### src/rtl/bridge_arb_pkg.sv
// ============================================================================
// Module  : bridge_arb_pkg
// Brief   : Shared types and constants for the AHB bridge arbiter.
//           BRIDGE_ARB_LOCK_EN adds the LOCKED arbitration state.
// Revision: 1.0 - initial release
// ============================================================================
`default_nettype none

package bridge_arb_pkg;

  localparam logic [1:0] c_HTRANS_IDLE   = 2'b00;
  localparam logic [1:0] c_HTRANS_BUSY   = 2'b01;
  localparam logic [1:0] c_HTRANS_NONSEQ = 2'b10;
  localparam logic [1:0] c_HTRANS_SEQ    = 2'b11;

  localparam int c_NUM_MASTERS_DEF    = 3;
  localparam int c_MAX_BEATS_DEF      = 8;
  localparam int c_DEFAULT_MASTER_DEF = 0;

  typedef enum logic [1:0] {
    ST_PARK   = 2'd0,
    ST_OWN    = 2'd1
`ifdef BRIDGE_ARB_LOCK_EN
    ,
    ST_LOCKED = 2'd2
`endif
  } arb_state_t;

  // NONSEQ and SEQ both have bit 1 set; IDLE and BUSY do not.
  function automatic logic is_beat(input logic [1:0] trans);
    return trans[1];
  endfunction

endpackage

`default_nettype wire

### src/rtl/ahb_bridge_arbiter_rr_pick.sv
// ============================================================================
// Module  : rr_pick
// Brief   : Combinational round-robin picker; searches from last+1 upward.
// Revision: 1.0 - initial release
// ============================================================================
`default_nettype none

module rr_pick #(
  parameter int NUM_MASTERS = 3
) (
  input  logic [NUM_MASTERS-1:0] req,
  input  logic [1:0]             last,
  output logic [NUM_MASTERS-1:0] win,
  output logic [1:0]             win_idx
);

  logic [1:0] w_idx;

  // Walk offsets from farthest to nearest so the nearest requester wins.
  always_comb begin
    win     = '0;
    win_idx = last;
    w_idx   = '0;
    for (int i = NUM_MASTERS; i >= 1; i--) begin
      w_idx = 2'((int'(last) + i) % NUM_MASTERS);
      if (req[w_idx]) begin
        win        = '0;
        win[w_idx] = 1'b1;
        win_idx    = w_idx;
      end
    end
  end

endmodule

`default_nettype wire

### src/rtl/ahb_bridge_arbiter.sv
// ============================================================================
// Module  : ahb_bridge_arbiter
// Brief   : Round-robin AHB arbiter for masters sharing one bridge port.
//           Define BRIDGE_ARB_LOCK_EN to honour Hlock (LOCKED tenures).
// Revision: 1.0 - initial release
// ============================================================================
`default_nettype none

module ahb_bridge_arbiter
  import bridge_arb_pkg::*;
#(
  parameter int NUM_MASTERS    = c_NUM_MASTERS_DEF,
  parameter int MAX_BEATS      = c_MAX_BEATS_DEF,
  parameter int DEFAULT_MASTER = c_DEFAULT_MASTER_DEF
) (
  input  logic                   Hclk,
  input  logic                   Hresetn,
  input  logic [NUM_MASTERS-1:0] Hbusreq,
  input  logic [NUM_MASTERS-1:0] Hlock,
  input  logic [1:0]             Htrans,
  input  logic                   Hreadyout,
  output logic [NUM_MASTERS-1:0] Hgrant,
  output logic [1:0]             Hmaster,
  output logic [1:0]             Hmaster_data,
  output logic                   Hmastlock
);

  localparam int CW = $clog2(MAX_BEATS + 1);
  localparam logic [CW-1:0]          c_MAX       = CW'(MAX_BEATS);
  localparam logic [NUM_MASTERS-1:0] c_DEF_GRANT =
    {{(NUM_MASTERS-1){1'b0}}, 1'b1} << DEFAULT_MASTER;
  localparam logic [1:0]             c_DEF_IDX   = 2'(DEFAULT_MASTER);

  arb_state_t             r_state, w_state_nxt;
  logic [NUM_MASTERS-1:0] r_grant, w_grant_nxt;
  logic [1:0]             r_ptr, w_ptr_nxt;
  logic [CW-1:0]          r_cnt, w_cnt_nxt;
  logic [1:0]             r_hmaster, r_hmaster_data;
  logic [1:0]             w_owner;
  logic [NUM_MASTERS-1:0] w_others, w_win;
  logic [1:0]             w_win_idx;
  logic                   w_rearb, w_beat;

  always_comb begin
    w_owner = '0;
    for (int i = 0; i < NUM_MASTERS; i++) begin
      if (r_grant[i]) w_owner = 2'(i);
    end
  end

  assign w_others = Hbusreq & ~r_grant;
  assign w_beat   = is_beat(Htrans);

  rr_pick #(
    .NUM_MASTERS (NUM_MASTERS)
  ) u_rr_pick (
    .req     (Hbusreq),
    .last    (r_ptr),
    .win     (w_win),
    .win_idx (w_win_idx)
  );

  always_comb begin
    w_state_nxt = r_state;
    w_grant_nxt = r_grant;
    w_ptr_nxt   = r_ptr;
    w_cnt_nxt   = r_cnt;
    w_rearb     = 1'b0;
    case (r_state)
      ST_PARK: w_rearb = |Hbusreq;
      ST_OWN: begin
        if (!Hbusreq[w_owner]) begin
          w_rearb = 1'b1;
        end else if ((|w_others) &&
                     ((r_cnt == c_MAX) || (Htrans == c_HTRANS_IDLE))) begin
          w_rearb = 1'b1;
        end else if (r_cnt == c_MAX) begin
          // Sole requester keeps the bus and starts a fresh tenure.
          w_cnt_nxt = '0;
        end else if (w_beat) begin
          w_cnt_nxt = r_cnt + CW'(1);
        end
      end
`ifdef BRIDGE_ARB_LOCK_EN
      ST_LOCKED: w_rearb = !Hlock[w_owner];
`endif
      default: w_state_nxt = ST_PARK;
    endcase

    if (w_rearb) begin
      w_cnt_nxt = '0;
      if (|Hbusreq) begin
        w_grant_nxt = w_win;
        w_ptr_nxt   = w_win_idx;
`ifdef BRIDGE_ARB_LOCK_EN
        w_state_nxt = (|(w_win & Hlock)) ? ST_LOCKED : ST_OWN;
`else
        w_state_nxt = ST_OWN;
`endif
      end else begin
        w_grant_nxt = c_DEF_GRANT;
        w_state_nxt = ST_PARK;
      end
    end
  end

  always_ff @(posedge Hclk or negedge Hresetn) begin
    if (!Hresetn) begin
      r_state        <= ST_PARK;
      r_grant        <= c_DEF_GRANT;
      r_ptr          <= c_DEF_IDX;
      r_cnt          <= '0;
      r_hmaster      <= c_DEF_IDX;
      r_hmaster_data <= c_DEF_IDX;
    end else if (Hreadyout) begin
      r_state        <= w_state_nxt;
      r_grant        <= w_grant_nxt;
      r_ptr          <= w_ptr_nxt;
      r_cnt          <= w_cnt_nxt;
      r_hmaster      <= w_owner;
      r_hmaster_data <= r_hmaster;
    end
  end

`ifdef BRIDGE_ARB_LOCK_EN
  logic r_mastlock;

  // Lock status follows the grant into the address phase, like Hmaster.
  always_ff @(posedge Hclk or negedge Hresetn) begin
    if (!Hresetn) begin
      r_mastlock <= 1'b0;
    end else if (Hreadyout) begin
      r_mastlock <= (r_state == ST_LOCKED);
    end
  end

  assign Hmastlock = r_mastlock;
`else
  logic w_unused_lock;
  assign w_unused_lock = ^Hlock;
  assign Hmastlock     = 1'b0;
`endif

  assign Hgrant       = r_grant;
  assign Hmaster      = r_hmaster;
  assign Hmaster_data = r_hmaster_data;

endmodule

`default_nettype wire

### config.mk
export PLATFORM = sky130hd
export DESIGN_NAME = ahb_bridge_arbiter
export DESIGN_NICKNAME = d
export VERILOG_FILES = /design/src/rtl/bridge_arb_pkg.sv /design/src/rtl/ahb_bridge_arbiter_rr_pick.sv /design/src/rtl/ahb_bridge_arbiter.sv
export SDC_FILE = /design/constraint.sdc
export NUM_CORES = 1
export LEC_CHECK = 0
export BUFFER_PORTS_ARGS = -buffer_cell sky130_fd_sc_hd__clkbuf_2
export CORE_ASPECT_RATIO = 1.75
export CORE_MARGIN = 2
export CORE_UTILIZATION = 45
export DETAILED_ROUTE_END_ITERATION = 16
export GPL_TIMING_DRIVEN = 0
export PLACE_DENSITY_LB_ADDON = 0.05
export REMOVE_ABC_BUFFERS = 1
export SYNTH_ARGS = -nofsm -noshare
export SYNTH_HDL_FRONTEND = slang
export SYNTH_SLANG_ARGS = --single-unit
### constraint.sdc
create_clock -name Hclk -period 4.8 [get_ports Hclk]
set_input_delay 0.24 -clock Hclk [delete_from_list [all_inputs] [get_ports Hclk]]
set_output_delay 0.24 -clock Hclk [all_outputs]
set_load 0.03 [all_outputs]
# Word-level counts from Yosys, hierarchy flattened
# Cells that the tools add are included.
[word_totals] output_inout_bits=8 ff_bits=15 word_cells=79 in_bits=11
[classes] mux=35 div_mod_pow=3 n_reduce_logical=18 addsub=4 eq_ne=4 bitwise=2 order_cmp=7
[op_table] op="remainder unit 32 x 3 -> 32 bit, second input constant" n=3
[op_table] op="two-way mux 4 bit" n=6
[op_table] op="< comparator 2 x 3 -> 1 bit, second input constant" n=4
[op_table] op="two-way mux 2 bit" n=6
[op_table] op="two-way mux 3 bit" n=4
[op_table] op="two-way mux 1 bit" n=11
[op_table] op="binary-select mux 1 bit (select 2 bit)" n=4
[op_table] op="adder 2 x 2 -> 3 bit, second input constant" n=2
[op_table] op="demux 1 bit (select 2 bit)" n=3
[op_table] op=">= comparator 2 x 1 -> 1 bit, second input constant" n=3
[op_table] op="nonzero test 3 bit" n=2
[op_table] op="OR reduction 3 bit" n=2
[op_table] op="AND reduction 5 bit" n=1
[op_table] op="adder 4 x 1 -> 4 bit, second input constant" n=1
[op_table] op="== test 4 bit, second input constant" n=1
[op_table] op="logical AND 1 bit" n=4
[op_table] op="logical NOT 2 bit" n=2
[op_table] op="AND reduction 2 bit" n=2
[op_table] op="AND reduction 4 bit" n=1
[op_table] op="nonzero test 2 bit" n=2
[op_table] op="adder 2 x 1 -> 3 bit, second input constant" n=1
[op_table] op="AND 3 bit" n=1
[op_table] op="NOT 3 bit" n=1
[op_table] op="== test 2 x 1 -> 1 bit, second input constant" n=1
[op_table] op="other kinds (5)" n=5

# Logic depth before layout (Yosys ltp)
# Gate-level depths: netlist of run 1.
[logic_depth] depth_word=10 ltp_mapped=8 mapped_depth_nobuf=7

# Cells and area by module
# Synthesis of run 1 repeated with hierarchy kept, for this count alone.
[unflattened] hier_cells=116 hier_area_um2=1104.8
[modules_own_cells] mod="ahb_bridge_arbiter" cells_per_inst=71 seq_area_each_um2=351.6 area_per_inst_um2=803.3 instances=1
[modules_own_cells] mod="rr_pick" cells_per_inst=45 seq_area_each_um2=0.0 area_per_inst_um2=301.5 instances=1

# Worst setup path after synthesis of run 1
# Ideal clock, no wire load.
[synth_timing] path_type="reg-to-reg" startpoint="register r_ptr[0]" endpoint="register r_ptr[0]" path_slack_ns=2.847 arrival_time_ns=1.835 stages_incl_launch_ff=8 synth_period_minus_slack_ns=1.953 setup_ns=0.118 t_required_ns=4.682 cell_sequence="dfrtp_1 -> inv_1 -> ha_1 -> clkbuf_1 -> maj3_1 -> a222oi_1 -> nand2_1 -> a21o_1"
[synth_between] elab_chain_cells=6 word_cells_on_any_way=17 cone_classes="add/sub: 3; div: 3; mux: 9; reduce/logical: 2"
[synth_lines] item="start, declared" line_no="ahb_bridge_arbiter.sv:36" source="logic [1:0] r_ptr, w_ptr_nxt;"
[synth_lines] item="start signal, assigned" line_no="ahb_bridge_arbiter.sv:111" source="r_ptr <= c_DEF_IDX;"
[synth_lines] item="start signal, assigned" line_no="ahb_bridge_arbiter.sv:118" source="r_ptr <= w_ptr_nxt;"
[synth_lines] item="adder 2 x 1 -> 3 bit or adder 2 x 2 -> 3 bit (tied branches)" line_no="ahb_bridge_arbiter_rr_pick.sv:25" source="w_idx = 2'((int'(last) + i) % NUM_MASTERS);"
[synth_lines] item="remainder unit 32 x 3 -> 32 bit" line_no="ahb_bridge_arbiter_rr_pick.sv:25"
[synth_lines] item="binary-select mux 1 bit (select 2 bit)" line_no="ahb_bridge_arbiter_rr_pick.sv:26" source="if (req[w_idx]) begin"
[synth_lines] item="two-way mux 1 bit (implied by the code)" line_no="ahb_bridge_arbiter_rr_pick.sv:26"
[synth_lines] item="nonzero test 3 bit (no line) or two-way mux 2 bit (tied branches)"
[synth_lines] item="AND reduction 4 bit (no line) or two-way mux 2 bit (tied branches)"
# Parallel ways exist; a longest one is shown, timed or not. The select of a mux whose other input is x is not followed.
# A chain may end at the register's enable or synchronous reset.

# Final worst setup path of run 1
[layout_timing] startpoint="register r_ptr[0]" endpoint="register r_ptr[1]"
# The elaborated chain is that of the path after synthesis.

==> metrics.txt, run 1 <==
# TYPE chip_impl_metric gauge
chip_impl_info{name="outcome",value="finished, final reports clean"} 1
chip_impl_metric{name="die_w",unit="µm"} 40.4
chip_impl_metric{name="synthMuxAreaShare",unit="%"} 7.57
chip_impl_metric{name="detailedRoute.firstPassIterationCount",unit=""} 4
chip_impl_metric{name="dp_hpwl",unit="mm"} 1.59
chip_impl_info{name="synth.most_common_cell",value="sky130_fd_sc_hd__dfrtp_1"} 1
chip_impl_metric{name="post_synth_fa_ha_maj_area_fraction",unit="%"} 9.13
chip_impl_metric{name="die-height",unit="µm"} 67.6
chip_impl_metric{name="grt_first_pass_wirelength",unit="mm"} 3.24
chip_impl_info{name="grt_setup_unrepaired",value="false"} 1
chip_impl_metric{name="clock.fmax",unit="GHz"} 0.490
chip_impl_metric{name="remaining_global_route_overflow",unit=""} 0
chip_impl_metric{name="design_power_total",unit="µW"} 638
chip_impl_metric{name="detail_route.wirelength",unit="mm"} 1.98
chip_impl_metric{name="area.growth.synth_to_final",unit="%"} 10.3
chip_impl_metric{name="final_period_minus_worst_setup_slack",unit="ps"} 2040
chip_impl_metric{name="synth_cell_types",unit=""} 42
chip_impl_metric{name="cts.reportedPaths.clkPinSlew",unit="ps"} 60
chip_impl_metric{name="clkSinkCount",unit=""} 14
chip_impl_metric{name="synthArstFlopShare",unit="%"} 100
chip_impl_metric{name="routed-via-count",unit=""} 816
chip_impl_metric{name="buffers_inserted_by_post_cts_timing_repair",unit=""} 0
chip_impl_metric{name="synth.ff_latch_count",unit=""} 14
chip_impl_info{name="synth_top_family_by_area",value="compound AO/OA/AOI/OAI gates"} 1
chip_impl_metric{name="synthSimpleGateAreaFrac",unit="%"} 16.2
chip_impl_metric{name="viasPerCell",unit=""} 5.63
chip_impl_metric{name="initial_core_util",unit="%"} 46.4
chip_impl_metric{name="path_max_fanout",unit=""} 10
chip_impl_metric{name="insertion_delay",unit="ps"} 240
chip_impl_info{name="endpoint_kind",value="flip-flop"} 1
chip_impl_info{name="crit_path_start_kind",value="flip-flop"} 1
chip_impl_metric{name="placeableCoreArea",unit="mm²"} 0.00224
chip_impl_metric{name="gp_congestion",unit=""} 0.679
chip_impl_metric{name="detail_route.wl_per_cell",unit="µm"} 13.7
chip_impl_metric{name="buffer_ports.inserted",unit=""} 14
chip_impl_metric{name="syn_avg_cell_area",unit="µm²"} 9.55
chip_impl_metric{name="total_leakage_power",unit="nW"} 0.553
chip_impl_metric{name="synth_edf_count",unit=""} 0
chip_impl_info{name="worst_hold_path_type",value="in -> reg"} 1
chip_impl_metric{name="ff_latch_area",unit="µm²"} 352
chip_impl_metric{name="finish.net_count",unit=""} 138
chip_impl_metric{name="max-cap-violations",unit=""} 0
chip_impl_metric{name="grt_max_degree",unit=""} 15
chip_impl_info{name="timing.setup.critical_path_class",value="reg -> reg"} 1
chip_impl_metric{name="worstPathRequired",unit="ps"} 4930
chip_impl_metric{name="global_route.usage.total",unit="%"} 17.0
chip_impl_metric{name="cts-buffers-inserted",unit=""} 3
chip_impl_metric{name="hold_vio_cnt_final",unit=""} 0
chip_impl_info{name="ys_top_cells_by_count",value="sky130_fd_sc_hd__dfrtp_1, sky130_fd_sc_hd__inv_1, sky130_fd_sc_hd__nand2_1, sky130_fd_sc_hd__ha_1, sky130_fd_sc_hd__nor2_1"} 1
chip_impl_metric{name="die_area",unit="mm²"} 0.00273
chip_impl_metric{name="number_of_rows_created_at_floorplan",unit=""} 23
chip_impl_metric{name="yosysTopAreaCellShare",unit="%"} 31.3
chip_impl_metric{name="timing.setup.tns",unit="ps"} 0
chip_impl_metric{name="via_count_of_the_first_global_routing_pass",unit=""} 753
chip_impl_metric{name="multiInputGateArea",unit="µm²"} 607
chip_impl_metric{name="seq_area_frac_synth",unit="%"} 33.8
chip_impl_metric{name="final_antenna_net_count",unit=""} 0
chip_impl_metric{name="remaining_drc_errors",unit=""} 0
chip_impl_metric{name="yosys.area_share.xor_xnor",unit="%"} 0
chip_impl_metric{name="final-max-slew-violation-count",unit=""} 0
chip_impl_metric{name="clock_tree.buffer_depth",unit=""} 2
chip_impl_metric{name="grt_antenna_before_repair",unit=""} 0
chip_impl_info{name="ys_top_cells_by_area",value="sky130_fd_sc_hd__dfrtp_1, sky130_fd_sc_hd__ha_1, sky130_fd_sc_hd__inv_1"} 1
chip_impl_metric{name="timing.final.crit_share",unit="%"} 42.6
chip_impl_metric{name="setup_violations",unit=""} 0
chip_impl_metric{name="synth-warning-count",unit=""} 0
chip_impl_info{name="cts_root_buf",value="sky130_fd_sc_hd__clkbuf_8"} 1
chip_impl_info{name="synthFlopType",value="sky130_fd_sc_hd__dfrtp_1"} 1
chip_impl_metric{name="drtIter0Drc",unit=""} 17
chip_impl_info{name="most_area_hungry_cell_type_in_the_yosys_netlist",value="sky130_fd_sc_hd__dfrtp_1"} 1
chip_impl_metric{name="irDropWorstVdd",unit="µV"} 276
chip_impl_metric{name="syn_area",unit="mm²"} 0.00104
chip_impl_metric{name="worst_clock_skew",unit="ps"} 6.42
chip_impl_metric{name="final.fill_count",unit=""} 242
chip_impl_metric{name="power_per_cell_area",unit="mW/mm²"} 556
chip_impl_metric{name="num_antenna_cells",unit=""} 0
chip_impl_metric{name="timing.critical_path.arrival",unit="ps"} 2180
chip_impl_info{name="cts_tree",value="built"} 1
chip_impl_metric{name="synth_compound_gate_area_share",unit="%"} 25.0
chip_impl_metric{name="post_route_cells_drive_above_1_share",unit="%"} 21.7
chip_impl_metric{name="cts_max_level",unit=""} 1
chip_impl_metric{name="synth_cells",unit=""} 109
chip_impl_metric{name="ios",unit=""} 19
## worst paths after layout
| check | depth (start not counted) | start | end | slack [ps] |
|---|---|---|---|---|
| max | 6 | r_ptr[0] | r_ptr[1] | 2760 |
| min | 2 | Hreadyout | Hmaster[0] | 340 |
| max reg2reg | 6 | r_ptr[0] | r_ptr[1] | 2760 |
| min reg2reg | 2 | Hgrant[0] | Hgrant[0] | 480 |
| max in group asynchronous | 2 | Hresetn | Hgrant[0] | 4070 |
| min in group asynchronous | 2 | Hresetn | Hmaster[0] | 430 |
## registers in the layout, indices dropped and copies added, names as in the netlist
signal and cells:
Hmaster 2, r_ptr 2, r_cnt 4, Hgrant 3, Hmaster_data 2, r_state 1
## worst max-delay path, cell delays in order (launching register included)
cell and delay, ps:
sky130_fd_sc_hd__dfrtp_1 390, sky130_fd_sc_hd__inv_1 80, sky130_fd_sc_hd__ha_1 420, sky130_fd_sc_hd__maj3_1 400, sky130_fd_sc_hd__a222oi_1 330, sky130_fd_sc_hd__nand2_1 120
sky130_fd_sc_hd__a21o_1 190
## cells in the final DEF, fill, tap and decap left out, types with 3 or more instances in the layout
master                     synthesis  routed
sky130_fd_sc_hd__dfrtp_1          13      13
sky130_fd_sc_hd__nand2b_1          5       5
sky130_fd_sc_hd__mux2i_1           3       3
sky130_fd_sc_hd__nand3b_1          4       4
sky130_fd_sc_hd__nor2_1            6       6
sky130_fd_sc_hd__inv_1             9       9
sky130_fd_sc_hd__mux2_2            3       3
sky130_fd_sc_hd__nand2_1           8       8
sky130_fd_sc_hd__clkbuf_2          0      14
sky130_fd_sc_hd__a21o_1            4       4
sky130_fd_sc_hd__o21ai_0           4       4
sky130_fd_sc_hd__a22o_1            3       3
sky130_fd_sc_hd__ha_1              6       6
sky130_fd_sc_hd__a21oi_1           4       4
sky130_fd_sc_hd__clkbuf_8          0       3
## area by class of cell
class,instances,area share [%]
clock buffers,4,3.92
inverters,9,2.94
multi-input cells,78,52.8
flip-flops and latches,14,30.6
well taps,25,2.72
repair buffers,15,6.97
## metal layers
| metal | track usage (%) | up-vias | share of wire, % |
|---|---|---|---|
| met3 | 1.97 | 4 | 2.6 |
| li1 | - | 410 | - |
| met1 | 18.6 | 391 | 40 |
| met5 | 0 | - | 0 |
| met4 | 6.25 | 0 | 1.2 |
| met2 | 31.0 | 11 | 56 |
## metrics by stage
step / hold WS (ps) / instances / instance area [µm²] / utilization (%) / setup WS, ps
floorplan: -55.6 / 101 / 992 / - / 2910
global placement: 148 / 140 / 1090 / 48.7 / 2790
detailed placement: 157 / 140 / 1090 / 48.7 / 2770
CTS: 354 / 145 / 1150 / 51.2 / 2750
global route: 399 / 145 / 1150 / 51.2 / 2610
finish: 340 / 145 / 1150 / 51.2 / 2760
## cells by family (layout without fill, tap and decap cells)
family | after synthesis | in the layout
AOI/OAI and AO/OA | 32 | 32
and+or+nand+nor | 30 | 30
buffers and inverters | 17 | 28
DFF | 14 | 14
adders and majority gates | 8 | 8
muxes | 7 | 7
other | 1 | 1
## power by group
group | leakage, nW | total, mW | internal (mW) | switching [mW]
clock | 0.0228 | 0.0960 | 0.0585 | 0.0375
combinational | 0.351 | 0.331 | 0.142 | 0.189
sequential | 0.178 | 0.211 | 0.164 | 0.0474
## what timing repair did
item                                   4_1_cts  5_1_grt
endpoints found under the hold margin       13        0
hold buffers                                 1        0
gates resized for setup                      0        0
Power figures use the tool's default switching activity.
==> inputs of run 2 (changes only) <==
Clock period 4.8 ns to 1.7 ns, I/O delays scaled along.
==> metrics.txt, run 2 (synthesized netlist as in run 1, its figures left out) <==
# TYPE chip_impl_metric gauge
chip_impl_info{name="largest_register",value="r_cnt"} 1
chip_impl_metric{name="detailedRoute.firstPassIterationCount",unit=""} 4
chip_impl_metric{name="buffer_ports.inserted",unit=""} 14
chip_impl_metric{name="setup.reg_to_reg.worst_slack",unit="ps"} -100
chip_impl_metric{name="total_leakage_power",unit="nW"} 0.614
chip_impl_metric{name="post_route_cells_drive_above_1_share",unit="%"} 36.9
chip_impl_metric{name="initial_core_util",unit="%"} 46.4
chip_impl_metric{name="clock.fmax",unit="GHz"} 0.557
chip_impl_metric{name="placeableCoreArea",unit="mm²"} 0.00224
chip_impl_info{name="endpoint_kind",value="flip-flop"} 1
chip_impl_metric{name="final_period_minus_worst_setup_slack",unit="ps"} 1800
chip_impl_metric{name="seqPwrFrac",unit="%"} 28.5
chip_impl_metric{name="clock_power_share",unit="%"} 13.1
chip_impl_metric{name="cts-buffers-inserted",unit=""} 3
chip_impl_metric{name="final_antenna_net_count",unit=""} 0
chip_impl_metric{name="timing.critical_path.arrival",unit="ps"} 1950
chip_impl_metric{name="net_switching_power_figure",unit="µW"} 859
chip_impl_metric{name="grt_antenna_before_repair",unit=""} 0
chip_impl_metric{name="clkSinkCount",unit=""} 14
chip_impl_metric{name="path_max_fanout",unit=""} 4
chip_impl_metric{name="num_antenna_cells",unit=""} 0
chip_impl_metric{name="final-max-slew-violation-count",unit=""} 0
chip_impl_metric{name="worst_clock_skew",unit="ps"} 5.29
chip_impl_metric{name="remaining_drc_errors",unit=""} 0
chip_impl_info{name="timing.hold.worst.start",value="Hreadyout"} 1
chip_impl_metric{name="worstPathRequired",unit="ps"} 1860
chip_impl_metric{name="post-place-cells",unit=""} 140
chip_impl_metric{name="insertion_delay",unit="ps"} 240
chip_impl_metric{name="largest_reg_flops",unit=""} 4
chip_impl_metric{name="viasPerCell",unit=""} 5.63
chip_impl_info{name="worst_r2r_endpoint",value="Hgrant[0]"} 1
chip_impl_metric{name="number_of_rows_created_at_floorplan",unit=""} 23
chip_impl_metric{name="via_count_of_the_first_global_routing_pass",unit=""} 801
chip_impl_metric{name="detail_route.wl_per_cell",unit="µm"} 14.1
chip_impl_metric{name="drtIter0Drc",unit=""} 17
chip_impl_info{name="violations_in_the_final_reports",value="setup timing"} 1
chip_impl_info{name="worst_reg2reg_path_startpoint",value="r_ptr[1]"} 1
chip_impl_metric{name="whs_path_depth",unit=""} 2
chip_impl_metric{name="area.growth.synth_to_final",unit="%"} 23.4
chip_impl_metric{name="grt_max_degree",unit=""} 15
chip_impl_info{name="crit_chain",value="buf_6 -> ha_4 -> or4b_1 -> o211ai_1 -> a22o_1 -> mux2i_1 -> a32oi_1"} 1
chip_impl_metric{name="power_switching_share",unit="%"} 41.6
chip_impl_metric{name="power.internal",unit="mW"} 1.21
chip_impl_info{name="cts_root_buf",value="sky130_fd_sc_hd__clkbuf_8"} 1
chip_impl_metric{name="die_w",unit="µm"} 40.4
chip_impl_info{name="critical_path.top_delay_family",value="compound AO/OA/AOI/OAI gates"} 1
chip_impl_metric{name="ios",unit=""} 19
chip_impl_metric{name="stdcell_count",unit=""} 155
chip_impl_info{name="worst_hold_path_type",value="in -> reg"} 1
chip_impl_info{name="critical-path-slowest-cell",value="sky130_fd_sc_hd__or4b_1"} 1
chip_impl_metric{name="finish.net_count",unit=""} 148
chip_impl_metric{name="detail_route.wirelength",unit="mm"} 2.19
chip_impl_info{name="crit_path_start_kind",value="flip-flop"} 1
chip_impl_metric{name="dp_hpwl",unit="mm"} 1.59
chip_impl_metric{name="routed-via-count",unit=""} 872
chip_impl_metric{name="design_power_total",unit="mW"} 2.07
chip_impl_metric{name="remaining_global_route_overflow",unit=""} 0
chip_impl_metric{name="setup_violations",unit=""} 5
chip_impl_metric{name="share_of_power_burned_in_combinational_logic",unit="%"} 58.4
chip_impl_info{name="grt_setup_unrepaired",value="true"} 1
chip_impl_metric{name="reg2reg_depth",unit=""} 7
chip_impl_metric{name="die-height",unit="µm"} 67.6
chip_impl_info{name="cts_tree",value="built"} 1
chip_impl_info{name="final_common_cell",value="sky130_fd_sc_hd__clkbuf_2"} 1
chip_impl_metric{name="gp_congestion",unit=""} 0.679
chip_impl_info{name="outcome",value="finished with violations"} 1
chip_impl_info{name="mostFrequentLayoutCells",value="sky130_fd_sc_hd__clkbuf_2, sky130_fd_sc_hd__dfrtp_1, sky130_fd_sc_hd__buf_4"} 1
chip_impl_metric{name="grt_first_pass_wirelength",unit="mm"} 3.43
chip_impl_metric{name="irDropWorstVdd",unit="µV"} 879
chip_impl_metric{name="hold_slack",unit="ps"} 189
chip_impl_metric{name="cts.reportedPaths.clkPinSlew",unit="ps"} 60
chip_impl_metric{name="final.fill_count",unit=""} 225
chip_impl_metric{name="max-cap-violations",unit=""} 0
chip_impl_metric{name="hold_vio_cnt_final",unit=""} 0
chip_impl_metric{name="cts_max_level",unit=""} 1
chip_impl_metric{name="die_area",unit="mm²"} 0.00273
chip_impl_metric{name="dpl_worst_slack",unit="ps"} -330
chip_impl_metric{name="clock_tree.buffer_depth",unit=""} 2
chip_impl_metric{name="power_per_cell_area",unit="mW/mm²"} 1610
chip_impl_metric{name="timing.final.crit_share",unit="%"} 106
chip_impl_metric{name="global_route.usage.total",unit="%"} 18.2
chip_impl_info{name="timing.setup.critical_path_class",value="reg -> reg"} 1
chip_impl_metric{name="critical-path-max-stage-delay",unit="ps"} 460
chip_impl_metric{name="postLayoutSetupSlackWorst",unit="ps"} -95.7
chip_impl_info{name="hold-path-endpoint",value="Hmaster[0]"} 1
chip_impl_metric{name="critical_path_buf_inv_count",unit=""} 1
[run 2: cell count changes in the layout (fill, tap and decap cells not counted), moves of 2 or more]
cell	before	now
sky130_fd_sc_hd__ha_1	6	3
sky130_fd_sc_hd__maj3_1	2	0
sky130_fd_sc_hd__inv_2	0	3
sky130_fd_sc_hd__inv_1	9	6
sky130_fd_sc_hd__maj3_2	0	2
sky130_fd_sc_hd__ha_4	0	3
sky130_fd_sc_hd__buf_4	0	9
[run 2: power by group through the flow]
stage	Combinational (mW)	Clock (mW)	Sequential [mW]
6_report	1.21	0.271	0.588
5_1_grt	1.31	0.288	0.601
4_1_cts	1.19	0.280	0.588
3_5_place_dp	0.943	0	0.602
3_3_place_gp	0.924	0	0.594
2_1_floorplan	0.585	0	0.713
[run 2: worst reg2reg max path, delay by kind of cell, from the launching register on]
kind                       cells  cell delay (ps)
AOI/OAI and AO/OA              3              480
and+or+nand+nor                1              460
buffers and inverters          1              140
muxes                          1               60
DFF                            1              420
adders and majority gates      1              160
[run 2: how the worst max path moves through the flow]
stage	slack (ps)	startpoint	end	cells past startpoint
after floorplan	-190	r_ptr[0]	r_ptr[0]	6
after global placement	-310	r_ptr[0]	r_ptr[0]	6
after detailed placement	-330	r_ptr[0]	r_ptr[1]	6
after CTS	-120	r_ptr[1]	Hgrant[0]	7
after global routing	-180	r_ptr[1]	Hgrant[0]	7
final	-100	r_ptr[1]	Hgrant[0]	7
[run 2: what timing repair did]
action                                  CTS  global route
hold buffers                              1             0
cloned                                    0             0
endpoints found under the hold margin    13             0
gates resized for setup                  14             3
buffers inserted                         10             0
pin swaps                                10             1
endpoints found under the setup margin    8            10
[run 2: through the flow]
stage | util (%) | setup TNS (ps) | instance area [µm²]
global route | 57.2 | -886 | 1280
global placement | 48.7 | -1180 | 1090
CTS | 56.7 | -372 | 1270
floorplan | - | -756 | 992
finish | 57.2 | -328 | 1280
detailed placement | 48.7 | -1390 | 1090
[run 2: cell type report]
class / count / area [µm²] / share of cell area (%)
Multi-Input combinational cell: 78 / 663 / 51.6
Sequential cell: 14 / 353 / 27.5
Timing Repair Buffer: 25 / 159 / 12.4
Clock buffer: 4 / 45.0 / 3.51
Inverter: 9 / 33.8 / 2.63
Tap cell: 25 / 31.3 / 2.43
[run 2: per-layer routing]
metal | up-vias | wire (µm) | part of all wire, % | track usage, %
met5 | - | 0 | 0 | 0
met4 | 0 | 23 | 1.1 | 6.25
met3 | 4 | 51 | 2.3 | 1.97
met2 | 11 | 1280 | 59 | 35.3
met1 | 425 | 828 | 38 | 18.1
li1 | 432 | - | - | -
